File: config.mk
export PLATFORM = sky130hd
export DESIGN_NAME = fpmul_seq
export DESIGN_NICKNAME = d
export VERILOG_FILES = /design/src/rtl/fpmul_pkg.sv /design/src/rtl/vedic24.sv /design/src/rtl/fpmul_seq.sv
export SDC_FILE = /design/constraint.sdc
export NUM_CORES = 2
export LEC_CHECK = 0
export BUFFER_PORTS_ARGS = -buffer_cell sky130_fd_sc_hd__buf_2
export CORE_MARGIN = 4
export CORE_UTILIZATION = 45
export CTS_BUF_LIST = sky130_fd_sc_hd__clkbuf_8
export CTS_CLUSTER_DIAMETER = 100
export DETAILED_ROUTE_END_ITERATION = 16
export SYNTH_ARGS = -nofsm -noshare
export SYNTH_HDL_FRONTEND = slang
export SYNTH_SLANG_ARGS = --single-unit
export TNS_END_PERCENT = 5
File: constraint.sdc
create_clock -name clk -period 9.9 [get_ports clk]
set_input_delay 1.485 -clock clk [delete_from_list [all_inputs] [get_ports clk]]
set_output_delay 1.485 -clock clk [all_outputs]
set_load 0.1 [all_outputs]
File: src/rtl/fpmul_pkg.sv
// rtl/fpmul_pkg.sv - fp32 multiplier constants, flag indices and FSM/operand-class enums.
package fpmul_pkg;

    localparam int          FP_EXP_W  = 8;
    localparam int          FP_FRAC_W = 23;
    localparam int          FP_BIAS   = 127;
    localparam logic [31:0] FP_QNAN   = 32'h7FC00000;

    localparam int FLG_NV = 3;
    localparam int FLG_OF = 2;
    localparam int FLG_UF = 1;
    localparam int FLG_NX = 0;

    typedef enum logic [2:0] {
        ST_IDLE,
        ST_MUL,
        ST_NORM,
        ST_RND,
        ST_DONE
    } state_e;

    // Result class decided at unpack; SPC_NONE means the arithmetic path decides.
    typedef enum logic [1:0] {
        SPC_NONE,
        SPC_NAN,
        SPC_INF,
        SPC_ZERO
    } spc_e;

endpackage

File: src/rtl/vedic24.sv
// rtl/vedic24.sv - combinational 24x24 mantissa multiplier built from four 12x12 partial products.
module vedic24 (
    input  logic [23:0] a_i,
    input  logic [23:0] b_i,
    output logic [47:0] p_o
);

    logic [23:0] pp_ll;
    logic [23:0] pp_lh;
    logic [23:0] pp_hl;
    logic [23:0] pp_hh;
    logic [24:0] pp_mid;

    assign pp_ll  = a_i[11:0]  * b_i[11:0];
    assign pp_lh  = a_i[11:0]  * b_i[23:12];
    assign pp_hl  = a_i[23:12] * b_i[11:0];
    assign pp_hh  = a_i[23:12] * b_i[23:12];
    assign pp_mid = {1'b0, pp_lh} + {1'b0, pp_hl};

    assign p_o = {pp_hh, 24'd0} + {11'd0, pp_mid, 12'd0} + {24'd0, pp_ll};

endmodule

File: src/rtl/fpmul_seq.sv
// rtl/fpmul_seq.sv - sequenced fp32 multiplier: unpack, MUL, NORM, RND/pack, DONE handshake.
// Define FPMUL_FLAGS_EN to build the {NV,OF,UF,NX} flag logic; otherwise out_flags is tied low.
module fpmul_seq
    import fpmul_pkg::*;
(
    input  logic        clk,
    input  logic        rst_n,
    input  logic        in_valid,
    output logic        in_ready,
    input  logic [31:0] in_a,
    input  logic [31:0] in_b,
    output logic        out_valid,
    input  logic        out_ready,
    output logic [31:0] out_data,
    output logic [3:0]  out_flags
);

    state_e                state_q,  state_d;
    spc_e                  spc_q,    spc_d;
    logic                  sign_q,   sign_d;
    logic signed [9:0]     exp_q,    exp_d;
    logic [23:0]           ma_q,     ma_d;
    logic [23:0]           mb_q,     mb_d;
    logic [47:0]           prod_q,   prod_d;
    logic [FP_FRAC_W-1:0]  frac_q,   frac_d;
    logic                  guard_q,  guard_d;
    logic                  sticky_q, sticky_d;
    logic [31:0]           data_q,   data_d;
`ifdef FPMUL_FLAGS_EN
    logic                  nv_q,     nv_d;
    logic [3:0]            flags_q,  flags_d;
`endif

    logic [FP_EXP_W-1:0] ea, eb;
    logic                a_zero, b_zero, a_inf, b_inf, a_nan, b_nan;
    logic [47:0]         prod;
    logic                round_up, carry;
    logic [FP_FRAC_W-1:0] frac_sum, frac_rnd;
    logic signed [9:0]   e_rnd;

    assign ea     = in_a[30:23];
    assign eb     = in_b[30:23];
    assign a_zero = (ea == 8'h00);
    assign b_zero = (eb == 8'h00);
    assign a_nan  = (ea == 8'hFF) &&  (|in_a[22:0]);
    assign b_nan  = (eb == 8'hFF) &&  (|in_b[22:0]);
    assign a_inf  = (ea == 8'hFF) && !(|in_a[22:0]);
    assign b_inf  = (eb == 8'hFF) && !(|in_b[22:0]);

    assign in_ready  = (state_q == ST_IDLE);
    assign out_valid = (state_q == ST_DONE);
    assign out_data  = data_q;
`ifdef FPMUL_FLAGS_EN
    assign out_flags = flags_q;
`else
    assign out_flags = 4'b0000;
`endif

    vedic24 u_mant_mul (
        .a_i (ma_q),
        .b_i (mb_q),
        .p_o (prod)
    );

    // The hidden bit is not stored, so a carry out of the fraction is the 2^24 overflow.
    assign round_up          = guard_q & (sticky_q | frac_q[0]);
    assign {carry, frac_sum} = {1'b0, frac_q} + {{FP_FRAC_W{1'b0}}, round_up};
    assign frac_rnd          = carry ? '0 : frac_sum;
    assign e_rnd             = carry ? exp_q + 10'sd1 : exp_q;

    always_comb begin
        state_d  = state_q;
        spc_d    = spc_q;
        sign_d   = sign_q;
        exp_d    = exp_q;
        ma_d     = ma_q;
        mb_d     = mb_q;
        prod_d   = prod_q;
        frac_d   = frac_q;
        guard_d  = guard_q;
        sticky_d = sticky_q;
`ifdef FPMUL_FLAGS_EN
        nv_d     = nv_q;
`endif
        case (state_q)
            ST_IDLE: begin
                if (in_valid) begin
                    state_d = ST_MUL;
                    sign_d  = in_a[31] ^ in_b[31];
                    exp_d   = $signed({2'b00, ea} + {2'b00, eb} - 10'd127);
                    ma_d    = a_zero ? 24'd0 : {1'b1, in_a[22:0]};
                    mb_d    = b_zero ? 24'd0 : {1'b1, in_b[22:0]};
                    if (a_nan || b_nan || (a_inf && b_zero) || (b_inf && a_zero))
                        spc_d = SPC_NAN;
                    else if (a_inf || b_inf)
                        spc_d = SPC_INF;
                    else if (a_zero || b_zero)
                        spc_d = SPC_ZERO;
                    else
                        spc_d = SPC_NONE;
`ifdef FPMUL_FLAGS_EN
                    nv_d = (a_nan && !in_a[22]) || (b_nan && !in_b[22]) ||
                           (a_inf && b_zero) || (b_inf && a_zero);
`endif
                end
            end
            ST_MUL: begin
                state_d = ST_NORM;
                prod_d  = prod;
            end
            ST_NORM: begin
                state_d = ST_RND;
                if (prod_q[47]) begin
                    frac_d   = prod_q[46:24];
                    guard_d  = prod_q[23];
                    sticky_d = |prod_q[22:0];
                    exp_d    = exp_q + 10'sd1;
                end else begin
                    frac_d   = prod_q[45:23];
                    guard_d  = prod_q[22];
                    sticky_d = |prod_q[21:0];
                end
            end
            ST_RND:  state_d = ST_DONE;
            ST_DONE: if (out_ready) state_d = ST_IDLE;
            default: state_d = ST_IDLE;
        endcase
    end

    always_comb begin
        data_d = data_q;
`ifdef FPMUL_FLAGS_EN
        flags_d = flags_q;
`endif
        if (state_q == ST_RND) begin
`ifdef FPMUL_FLAGS_EN
            flags_d = 4'b0000;
`endif
            case (spc_q)
                SPC_NAN: begin
                    data_d = FP_QNAN;
`ifdef FPMUL_FLAGS_EN
                    flags_d[FLG_NV] = nv_q;
`endif
                end
                SPC_INF:  data_d = {sign_q, 8'hFF, 23'd0};
                SPC_ZERO: data_d = {sign_q, 31'd0};
                default: begin
                    if (e_rnd >= 10'sd255) begin
                        data_d = {sign_q, 8'hFF, 23'd0};
`ifdef FPMUL_FLAGS_EN
                        flags_d[FLG_OF] = 1'b1;
                        flags_d[FLG_NX] = 1'b1;
`endif
                    end else if (e_rnd <= 10'sd0) begin
                        data_d = {sign_q, 31'd0};
`ifdef FPMUL_FLAGS_EN
                        flags_d[FLG_UF] = 1'b1;
                        flags_d[FLG_NX] = 1'b1;
`endif
                    end else begin
                        data_d = {sign_q, e_rnd[7:0], frac_rnd};
`ifdef FPMUL_FLAGS_EN
                        flags_d[FLG_NX] = guard_q | sticky_q;
`endif
                    end
                end
            endcase
        end
    end

    always_ff @(posedge clk or negedge rst_n) begin
        if (!rst_n) begin
            state_q  <= ST_IDLE;
            spc_q    <= SPC_NONE;
            sign_q   <= 1'b0;
            exp_q    <= '0;
            ma_q     <= '0;
            mb_q     <= '0;
            prod_q   <= '0;
            frac_q   <= '0;
            guard_q  <= 1'b0;
            sticky_q <= 1'b0;
            data_q   <= '0;
`ifdef FPMUL_FLAGS_EN
            nv_q     <= 1'b0;
            flags_q  <= '0;
`endif
        end else begin
            state_q  <= state_d;
            spc_q    <= spc_d;
            sign_q   <= sign_d;
            exp_q    <= exp_d;
            ma_q     <= ma_d;
            mb_q     <= mb_d;
            prod_q   <= prod_d;
            frac_q   <= frac_d;
            guard_q  <= guard_d;
            sticky_q <= sticky_d;
            data_q   <= data_d;
`ifdef FPMUL_FLAGS_EN
            nv_q     <= nv_d;
            flags_q  <= flags_d;
`endif
        end
    end

endmodule
==> reports/metrics.csv <==
metric;value;unit
wl_per_cell;18.4;microns
vias;21800;
wirelength;76000;microns
core-area;63500;sq um
rr_worst_depth;30;
path_class;reg2reg;
drt-vias-per-instance;5.28;
setup_viol;0;
critPathMaxStageDelay;0.55;ns
final_antenna_net_count;0;
setup.worst_path.start;mb_q[12];
synthTopCellsByCount;inv_1, nand2_1, fa_1;
syn_area;29100;sq um
synth_cell_type_count;76;
drc;0;
antenna_found_initial;3;
use_met2;0.375;
r2r-end;prod_q[47];
busiest_layer;met2;
hold_viol;0;
use_met1;0.305;
synth_edf_count;0;
maxSlewViolCount;0;
rsz0062_at_grt;no;
cts.clk_slew.worst_paths;0.11;ns
hold_buffers;0;
cp_common_cell;fa_1;
dp_hpwl;62900;microns
yosysWarnings;0;
grt_pass1_vias;23200;
ys_ff_latch;169;
initial_utilization;0.458;
cts_made_buffers;17;
outcome;completed;
reg2reg_from;mb_q[12];
period_minus_slack;9.38;ns
track_usage;0.226;
io_buffers;101;
netlist_instances;3244;
grt_max_degree;83;
clk_latency;0.59;ns
synth.most_common_cell;inv_1;
dr.pass1.iters;5;
max_cap_viol_count;0;
seq_area_frac_synth;0.145;
drive_gt1_frac;0.0752;
row_count;92;
skew;0.0410;ns
die_y;262;microns
grtUsageMet3;0.0335;
fmax;107;MHz
cts_htree_levels;4;
drt_iter0_markers;1091;
async_reset_ff_frac;1.00;
setup_tns;0;ns
tightest_slew;1.04;ns
slowest_stage;fa_1;
finalCritPeriodShare;0.948;
cts.path.max_buffers;2;
gp_congestion;0.894;
clock-sinks;169;
syn2layout_area_growth;6.53;%
end_kind;flip-flop;
cts_tree;done;
yosysTopAreaCellShare;0.316;
multiInputGateArea;22100;sq um
start_kind;flip-flop;
nNetsFinal;4104;
max_slew_margin;0.302;
synth_top_cell_by_area;fa_1;
synth_ff_type;dfrtp_1;
crit_arrival;9.88;ns
crit_path_end;prod_q[47];
required;10.39;ns
ios;106;
die_x;262;microns
grt-ovfl-total;0;
grt_pass1_wl;125000;microns
layout.area.seq;4230;sq um
fillers;6086;
regToRegSetupSlack;0.52;ns
worstPathMaxFanout;12;
min_path_type;reg2reg;
root_buffer;clkbuf_8;
synth_area_leaders;fa_1, dfrtp_1, ha_1;
die_area;68800;sq um
synth_area_per_cell;8.97;sq um
worst min-delay path by stage:
| stage | start | endpoint | slack [ns] | cells past startpoint |
|---|---|---|---|---|
| 2_1_floorplan | prod_q[6] | prod_q[6] | 0.44 | 2 |
| 3_3_place_gp | prod_q[19] | prod_q[19] | 0.46 | 2 |
| 3_5_place_dp | out_data[21] | out_data[21] | 0.46 | 2 |
| 4_1_cts | out_data[21] | out_data[21] | 0.48 | 2 |
| 5_1_grt | out_data[17] | out_data[17] | 0.50 | 2 |
| 6_report | out_data[21] | out_data[21] | 0.48 | 2 |
metrics by stage:
stage	area (sq um)	hold slack, ns	setup WS [ns]	util	std cells
finish	31000	0.482	0.516	0.488	4134
global route	31000	0.503	0.0362	0.488	4133
CTS	31000	0.485	0.405	0.488	4132
detailed placement	30500	0.460	0.439	0.481	4100
global placement	30500	0.458	0.585	0.480	4099
floorplan	29100	0.438	1.00	-	3247
critical path: cells and delay by family, from the launching register on:
family	cells	cell delay (ns)
AOI/OAI and AO/OA	9	1.90
xor gates and xnor gates	2	0.60
adders and majority gates	12	5.38
buffers and inverters	4	0.20
DFF	1	0.52
and+or+nand+nor	3	0.71
layout by cell type (no fill, tap or decap), types with 40 or more instances in the layout:
cell	netlist	routed
xnor2_1	65	65
a21oi_1	92	90
nand2_1	468	466
dfrtp_1	169	169
fa_1	459	459
o21ai_0	104	104
and2_1	297	297
ha_1	304	304
buf_4	7	62
inv_1	584	584
xor2_1	40	40
nor2_1	69	69
a22o_1	46	46
buf_2	6	101
sequential cells by signal, indices dropped and copies added, names as in the netlist:
register	flops
exp_q	10
mb_q	24
out_data	32
sign_q	1
ma_q	24
prod_q	48
guard_q	1
sticky_q	1
frac_q	23
spc_q	2
state_q	3
area by class of cell:
type	instances	area share
Antenna cell	2	0.000162
Clock buffer	17	0.00755
Clock inverter	15	0.00674
Inverter	584	0.0707
Multi-Input combinational cell	2337	0.712
Sequential cell	169	0.136
Tap cell	846	0.0342
Timing Repair Buffer	164	0.0317
logic make-up (layout without fill, tap and decap cells):
family,count (synthesis),count (layout),synth area share
and+or+nand+nor,1025,1025,0.175
muxes,30,30,0.0104
xor gates and xnor gates,106,106,0.0324
other,1,6,0.000129
adders and majority gates,763,763,0.447
DFF,169,169,0.145
buffers and inverters,741,780,0.0973
AOI/OAI and AO/OA,409,409,0.0926
what timing repair did:
item | CTS | global route
gates resized for setup | 0 | 1
setup endpoints to repair | 0 | 1
hold endpoints to repair | 0 | 0
buffers inserted | 0 | 0
routing by layer:
metal  wire length [microns]  part of all wire
met5                       0                 0
met4                    2680             0.035
met3                    3610             0.047
met2                   36100              0.47
met1                   33600              0.44
Power is not shown: default switching activity piles up to over one toggle a cycle in this logic, so the estimate is an artifact.
